[src/rtl/vga_timing_pkg.sv]
// Shared VGA timing constants (1280x1024 @ 60 Hz defaults) and decode helpers
// used by the timing generator and the draw stages.
package vga_timing_pkg;

    localparam int unsigned COUNT_W = 11;
    localparam int unsigned SHIFT_W = 6;
    localparam int unsigned SPEED_W = 3;

    localparam int unsigned H_VIS_DEFAULT  = 1280;
    localparam int unsigned H_FP_DEFAULT   = 48;
    localparam int unsigned H_SYNC_DEFAULT = 112;
    localparam int unsigned H_TOT_DEFAULT  = 1688;

    localparam int unsigned V_VIS_DEFAULT  = 1024;
    localparam int unsigned V_FP_DEFAULT   = 1;
    localparam int unsigned V_SYNC_DEFAULT = 3;
    localparam int unsigned V_TOT_DEFAULT  = 1066;

    typedef logic [COUNT_W-1:0] count_t;

    typedef struct packed {
        logic hsync;
        logic hblnk;
        logic vsync;
        logic vblnk;
    } sync_t;

    // Half-open window test: lo <= x < hi.
    function automatic logic in_window(input count_t x, input count_t lo, input count_t hi);
        return (x >= lo) && (x < hi);
    endfunction

endpackage

[src/rtl/scroll_counter.sv]
// Frame-rate scroll accumulator: adds speed to a 6-bit offset on each frame tick.
module scroll_counter
    import vga_timing_pkg::*;
(
    input  logic               pclk,
    input  logic               rst,
    input  logic               tick,
    input  logic               en,
    input  logic [SPEED_W-1:0] speed,
    output logic [SHIFT_W-1:0] shift
);

    logic [SHIFT_W-1:0] shift_q, shift_d;

    // Wraps modulo 64 by construction of the 6-bit adder.
    always_comb begin
        shift_d = shift_q;
        if (tick && en) begin
            shift_d = shift_q + SHIFT_W'(speed);
        end
    end

    always_ff @(posedge pclk or negedge rst) begin
        if (!rst) begin
            shift_q <= '0;
        end else begin
            shift_q <= shift_d;
        end
    end

    assign shift = shift_q;

endmodule

[src/rtl/vga_timing_gen.sv]
// VGA timing generator: registered h/v counters with zero-skew sync/blank and a
// per-frame scroll offset.
module vga_timing_gen
    import vga_timing_pkg::*;
#(
    parameter int unsigned H_VIS  = H_VIS_DEFAULT,
    parameter int unsigned H_FP   = H_FP_DEFAULT,
    parameter int unsigned H_SYNC = H_SYNC_DEFAULT,
    parameter int unsigned H_TOT  = H_TOT_DEFAULT,
    parameter int unsigned V_VIS  = V_VIS_DEFAULT,
    parameter int unsigned V_FP   = V_FP_DEFAULT,
    parameter int unsigned V_SYNC = V_SYNC_DEFAULT,
    parameter int unsigned V_TOT  = V_TOT_DEFAULT
) (
    input  logic               pclk,
    input  logic               rst,
    input  logic               scroll_en,
    input  logic [SPEED_W-1:0] speed,
    output logic [COUNT_W-1:0] vcount_out,
    output logic               vsync_out,
    output logic               vblnk_out,
    output logic [COUNT_W-1:0] hcount_out,
    output logic               hsync_out,
    output logic               hblnk_out,
    output logic               frame_tick,
    output logic [SHIFT_W-1:0] shift
);

    localparam count_t H_LAST     = COUNT_W'(H_TOT - 1);
    localparam count_t V_LAST     = COUNT_W'(V_TOT - 1);
    localparam count_t H_BLNK_BEG = COUNT_W'(H_VIS);
    localparam count_t H_SYNC_BEG = COUNT_W'(H_VIS + H_FP);
    localparam count_t H_SYNC_END = COUNT_W'(H_VIS + H_FP + H_SYNC);
    localparam count_t V_BLNK_BEG = COUNT_W'(V_VIS);
    localparam count_t V_SYNC_BEG = COUNT_W'(V_VIS + V_FP);
    localparam count_t V_SYNC_END = COUNT_W'(V_VIS + V_FP + V_SYNC);

    count_t hcount_q, hcount_d;
    count_t vcount_q, vcount_d;
    sync_t  sync_q, sync_d;
    logic   tick_q;
    logic   h_wrap, v_wrap, frame_start;

    always_comb begin
        h_wrap      = (hcount_q == H_LAST);
        v_wrap      = (vcount_q == V_LAST);
        frame_start = h_wrap && v_wrap;

        hcount_d = h_wrap ? '0 : hcount_q + COUNT_W'(1);
        vcount_d = vcount_q;
        if (h_wrap) begin
            vcount_d = v_wrap ? '0 : vcount_q + COUNT_W'(1);
        end

        // Decode from next-state counts so registered flags line up with the counters.
        sync_d       = '0;
        sync_d.hblnk = (hcount_d >= H_BLNK_BEG);
        sync_d.hsync = in_window(hcount_d, H_SYNC_BEG, H_SYNC_END);
        sync_d.vblnk = (vcount_d >= V_BLNK_BEG);
        sync_d.vsync = in_window(vcount_d, V_SYNC_BEG, V_SYNC_END);
    end

    always_ff @(posedge pclk or negedge rst) begin
        if (!rst) begin
            hcount_q <= '0;
            vcount_q <= '0;
            sync_q   <= '0;
            tick_q   <= 1'b0;
        end else begin
            hcount_q <= hcount_d;
            vcount_q <= vcount_d;
            sync_q   <= sync_d;
            tick_q   <= frame_start;
        end
    end

    scroll_counter u_scroll_counter (
        .pclk  (pclk),
        .rst   (rst),
        .tick  (frame_start),
        .en    (scroll_en),
        .speed (speed),
        .shift (shift)
    );

    assign hcount_out = hcount_q;
    assign vcount_out = vcount_q;
    assign hsync_out  = sync_q.hsync;
    assign hblnk_out  = sync_q.hblnk;
    assign vsync_out  = sync_q.vsync;
    assign vblnk_out  = sync_q.vblnk;
    assign frame_tick = tick_q;

endmodule

[config.mk]
export PLATFORM = sky130hd
export DESIGN_NAME = vga_timing_gen
export DESIGN_NICKNAME = d
export VERILOG_FILES = /design/src/rtl/vga_timing_pkg.sv /design/src/rtl/scroll_counter.sv /design/src/rtl/vga_timing_gen.sv
export SDC_FILE = /design/constraint.sdc
export NUM_CORES = 1
export LEC_CHECK = 0
export CAP_MARGIN = 10
export CORE_UTILIZATION = 45
export CTS_CLUSTER_SIZE = 40
export DETAILED_ROUTE_END_ITERATION = 8
export PLACE_DENSITY_LB_ADDON = 0.25
export SYNTH_ARGS = -nofsm -noshare
export SYNTH_HDL_FRONTEND = slang
export SYNTH_SLANG_ARGS = --single-unit
[constraint.sdc]
create_clock -name pclk -period 1.8 [get_ports pclk]
set_input_delay 0.36 -clock pclk [delete_from_list [all_inputs] [get_ports pclk]]
set_output_delay 0.36 -clock pclk [all_outputs]
set_load 0.005 [all_outputs]
### Yosys cells after proc, flatten, opt, wreduce, memory -nomap -nowiden

Index checks and enable logic that the tools add are counted.

* order comparisons: 6
* mux-type cells: 3
* equal/unequal tests: 2
* add/sub/neg operators: 3
* reduce and logical (&&, ||, !) cells: 4

Operators with widths (number)
* $ge A11 B11 Y1 const B: 4
* $mux W11: 3
* $add A11 B1 Y11 const B: 2
* $eq A11 B11 Y1 const B: 2
* $lt A11 B11 Y1 const B: 2
* $add A6 B3 Y6: 1
* $logic_and A1 B1 Y1: 4

* bits in registers: 33

### Longest topological paths before layout

* depth in word-level cells: 5
* depth in mapped cells: 8

### Cells and area by module

From an unflattened synthesis, not the netlist that was laid out.

* cells, all modules: 189
* area total of the unflattened synthesis: 1868.0 um^2

Modules (own cells, without submodules)
* vga_timing_gen: sequential area each 650.6 um^2, instances 1, cells an instance 163, area each 1546.5 um^2
* scroll_counter: sequential area each 150.1 um^2, instances 1, cells an instance 26, area each 321.6 um^2

### Least setup slack after synthesis

Ideal clock, no wire load.

* path kind: reg-to-reg
* from: register hcount_q[0] (netlist: hcount_out[0])
* to: register u_scroll_counter.shift_q[5] (netlist: u_scroll_counter.shift[5])
* setup slack: -0.090 ns
* path buffers: 1
* cell stages (with the launch flop): 8
* data arrival time: 1.810 ns
* library setup time: 0.079 ns
* path through: dfrtp_1 -> ha_1 -> and4bb_4 -> nand3_4 -> or3_1 -> buf_6 -> nor3_4 -> xor2_1

* cells in the longest elaborated chain, start to end: 3

RTL lines
* from (decl): line vga_timing_gen.sv:38 `count_t hcount_q, hcount_d;`
* from (signal assigned): line vga_timing_gen.sv:70 `hcount_q <= hcount_d;`
* $eq A11 B11 Y1: line vga_timing_gen.sv:45 `h_wrap = (hcount_q == H_LAST);`
* $logic_and A1 B1 Y1: line vga_timing_gen.sv:47 `frame_start = h_wrap && v_wrap;`
* $logic_and A1 B1 Y1: line scroll_counter.sv:18 `if (tick && en) begin`
* to (signal assigned): line scroll_counter.sv:27 `shift_q <= shift_d;`
* to (decl): line scroll_counter.sv:13 `logic [SHIFT_W-1:0] shift_q, shift_d;`

Every way passes these cells.
A chain may end at the register's enable or synchronous reset.

==> impl_metrics.py <==
metrics = {
    "run_status": {
        "status": "finished with violations",
        "violated_checks": "negative setup slack",
    },
    "setup_path": {
        "cpPeakStageDelay_ps": 470,
        "reg2reg_setup_slack_ps": -90,
        "crit_path_cell_trace": "inv_2 > ha_4 > or4b_1 > or4_4 > nand3_2 > o21ai_1 > o2111a_1",
        "setup.worst_path.start_class": "register",
        "cp.required_ps": 1970,
        "reg2reg_depth": 7,
        "timing_worst_setup_path_type": "reg -> reg",
        "worstPathArrival_ps": 2060,
        "slowest_stage": "sky130_fd_sc_hd__or4_4",
        "critPathMaxFanout": 2,
        "setup.worst_path.end_class": "register",
    },
    "floorplan": {
        "floorplan.die_area_mm2": 0.00421,
        "placementRows": 22,
        "core_mm2": 0.00372,
        "ioPinCount": 39,
        "fp.dieW_um": 64.9,
        "start_util": 0.479,
        "die_h_um": 64.9,
    },
    "place": {
        "io_buffers": 38,
        "place_worst_setup_slack_ps": -205,
        "detailed_place_hpwl_um": 3180,
        "placed_cells": 298,
        "gpl.final_weighted_congestion": 0.906,
    },
    "timing": {
        "slew_of_the_pin_with_the_lowest_slew_margin_ps": 408,
        "finalSetupTns_ps": -437,
        "fin_skew_ps": 8.17,
        "post-route-min-period_ps": 1890,
        "worst_slew_margin_rel": 0.728,
        "final_critical_path_setup_slack_ps": -91.4,
        "finalHoldViolations": 0,
        "setup_violations": 8,
        "finalMaxSlewViolations": 0,
        "fmaxAchievable_mhz": 529,
        "finalCritPeriodShare": 1.05,
        "rsz0062_at_grt": "yes",
        "timing.hold.ws_ps": 472,
    },
    "global_route": {
        "all_layer_global_routing_usage": 0.249,
        "antenna_found_initial": 0,
        "grt_max_degree": 34,
        "grt_first_pass_wirelength_um": 7780,
        "first_global_vias": 1688,
        "grt_remaining_overflow": 0,
    },
    "synthesis": {
        "yosys_register_bits": 33,
        "yosysUniqueCellTypes": 44,
        "synth.avg_cell_area_um2": 10.1,
        "synth_cells": 177,
        "netlist_area_mm2": 0.00178,
        "mappedNetlistNets": 190,
        "ys_seq_area_frac": 0.464,
        "synth-warning-count": 0,
    },
    "layout": {
        "mostFrequentLayoutCells": "sky130_fd_sc_hd__buf_4 (43), sky130_fd_sc_hd__clkdlybuf4s50_1 (37), sky130_fd_sc_hd__dfrtp_1 (33)",
        "drive_above_1_share": 0.318,
        "multiInputGateArea_um2": 990,
        "num-fill-cells": 248,
        "area_growth_pct": 55.7,
        "mostFrequentLayoutCell": "sky130_fd_sc_hd__buf_4",
        "fin_nets": 276,
        "instances_no_fill": 312,
        "sequential_cell_area_um2": 826,
        "antenna-diode-count": 0,
    },
    "cts": {
        "tritoncts": "yes",
        "cts_made_buffers": 5,
        "cts.root.buffer_cell": "sky130_fd_sc_hd__clkbuf_8",
        "cts_htree_levels": 2,
        "worst_setup_hold_path_clk_slew_ps": 70,
        "clock_latency_ps": 290,
        "cts_buffer_depth": 2,
        "clock_sink_count": 33,
    },
    "drt": {
        "drt_drc_violations_left": 0,
        "first_pass_iters": 4,
        "route.vias.total": 1661,
        "postRouteAntennaNets": 0,
        "via_per_inst": 5.32,
        "first_iter_violations": 110,
        "routed_wl_um": 4610,
        "avgRoutedWirePerCell_um": 14.8,
    },
    "worst_hold_path": {
        "hp-class": "in -> async",
    },
    "power": {
        "leakagePower_uw": 0.00126,
        "ir_drop_v": 0.000400,
        "power_density_mw_per_mm2": 552,
    },
    "flow_run": {
        "drv.max_cap_violation_count": 0,
    },
}
==> synth_stat cells <==
cell type	n	share of area
sky130_fd_sc_hd__dfrtp_1	33	0.46
sky130_fd_sc_hd__nand2_1	18	0.038
sky130_fd_sc_hd__nor2_1	17	0.036
sky130_fd_sc_hd__xor2_1	12	0.059
sky130_fd_sc_hd__inv_1	8	0.017
sky130_fd_sc_hd__o21ai_0	7	0.020
sky130_fd_sc_hd__xnor2_1	7	0.034
sky130_fd_sc_hd__ha_1	6	0.042
sky130_fd_sc_hd__nand3_1	6	0.017
sky130_fd_sc_hd__nand4_1	6	0.021
sky130_fd_sc_hd__nor3_1	5	0.014
sky130_fd_sc_hd__buf_2	4	0.011
sky130_fd_sc_hd__a21oi_1	3	0.0084
sky130_fd_sc_hd__and3_1	3	0.011
sky130_fd_sc_hd__nor4_1	3	0.011
sky130_fd_sc_hd__or4_1	3	0.013
sky130_fd_sc_hd__a211oi_1	2	0.0084
sky130_fd_sc_hd__a41oi_1	2	0.0098
sky130_fd_sc_hd__mux2i_1	2	0.011
sky130_fd_sc_hd__nor2b_1	2	0.0070
sky130_fd_sc_hd__nor4b_1	2	0.0098
sky130_fd_sc_hd__o21a_1	2	0.0084
sky130_fd_sc_hd__or2_2	2	0.0070
sky130_fd_sc_hd__or3_1	2	0.0070
sky130_fd_sc_hd__a21o_1	1	0.0042
sky130_fd_sc_hd__a32o_1	1	0.0056
sky130_fd_sc_hd__and2_1	1	0.0035
sky130_fd_sc_hd__and2b_2	1	0.0049
sky130_fd_sc_hd__and4_1	1	0.0049
sky130_fd_sc_hd__and4b_2	1	0.0063
sky130_fd_sc_hd__and4bb_4	1	0.0091
sky130_fd_sc_hd__buf_6	1	0.0063
sky130_fd_sc_hd__clkbuf_1	1	0.0021
sky130_fd_sc_hd__fa_1	1	0.011
sky130_fd_sc_hd__mux2_2	1	0.0063
sky130_fd_sc_hd__nand2b_1	1	0.0035
sky130_fd_sc_hd__nand3_4	1	0.0098
sky130_fd_sc_hd__nand3b_1	1	0.0042
sky130_fd_sc_hd__nor3_4	1	0.0091
sky130_fd_sc_hd__o2111a_1	1	0.0063
sky130_fd_sc_hd__o22ai_1	1	0.0035
sky130_fd_sc_hd__o31a_1	1	0.0049
sky130_fd_sc_hd__o31ai_1	1	0.0042
sky130_fd_sc_hd__or4b_1	1	0.0056
==> flip-flops by register name, indices dropped and copies added (netlist names) <==
| signal | cells |
|---|---|
| vblnk_out | 1 |
| hblnk_out | 1 |
| frame_tick | 1 |
| vsync_out | 1 |
| hsync_out | 1 |
| hcount_out | 11 |
| u_scroll_counter.shift | 6 |
| vcount_out | 11 |
==> metrics by stage <==
step                      instance area (um2)  power [uW]  utilization
after floorplan                          1780         785            -
after global placement                   2500         827        0.672
after detailed placement                 2500         830        0.672
after CTS                                2700        1540        0.727
after global routing                     2770        1590        0.746
final                                    2770        1530        0.746
==> critical path, delay by kind of cell (launching register included) <==
| kind | cells | cell delay, ps |
|---|---|---|
| buffers and inverters | 1 | 80 |
| AOI/OAI and AO/OA | 2 | 200 |
| adders and majority gates | 1 | 120 |
| and+or+nand+nor | 3 | 1000 |
| DFF | 1 | 380 |
==> power by group <==
group	switching, uW	internal (uW)	leakage [uW]
clock network	260	451	0.0000585
registers	3.97	746	0.000443
logic	35.2	35.4	0.000760
total	299	1230	0.00126
==> area by class of cell <==
cell class,instances,share of cell area
clock buffers,7,0.0311
clock inverters,1,0.0108
inverters,8,0.0108
multi-input cells,130,0.357
flip-flops and latches,33,0.298
well taps,48,0.0217
repair buffers,85,0.271
==> worst paths after layout <==
kind | from | end
setup / recovery | vcount_out[1]$_DFF_PN0_ | vsync_out$_DFF_PN0_
hold / removal | rst | u_scroll_counter.shift[2]$_DFFE_PN0P_
setup reg to reg | vcount_out[1]$_DFF_PN0_ | vsync_out$_DFF_PN0_
hold reg to reg | u_scroll_counter.shift[5]$_DFFE_PN0P_ | u_scroll_counter.shift[5]$_DFFE_PN0P_
max in group asynchronous | rst | hcount_out[0]$_DFF_PN0_
min in group pclk | u_scroll_counter.shift[5]$_DFFE_PN0P_ | u_scroll_counter.shift[5]$_DFFE_PN0P_
==> layer usage <==
metal / part of all wire / vias up / track usage / wire length (um)
li1: - / 799 / - / -
met1: 0.43 / 802 / 0.308 / 2000
met2: 0.50 / 50 / 0.411 / 2330
met3: 0.042 / 10 / 0.0493 / 193
met4: 0.020 / 0 / 0.122 / 93
met5: 0 / - / 0 / 0
==> kinds of logic (layout without fill, tap and decap cells) <==
| group | after synthesis | count (layout) | share of synthesized area |
|---|---|---|---|
| DFF | 33 | 33 | 0.464 |
| AOI/OAI and AO/OA | 22 | 22 | 0.0836 |
| xor gates and xnor gates | 19 | 19 | 0.0935 |
| muxes | 3 | 3 | 0.0176 |
| adders and majority gates | 7 | 7 | 0.0534 |
| buffers and inverters | 14 | 101 | 0.0365 |
| and+or+nand+nor | 79 | 79 | 0.252 |
==> timing repair <==
item,CTS,global route
endpoints found under the setup margin,12,17
setup buffers,4,2
hold buffers,0,0
gates cloned,0,0
pin swaps,6,11
resized for setup,16,19
No activity file was read; power rests on OpenSTA's default activity.
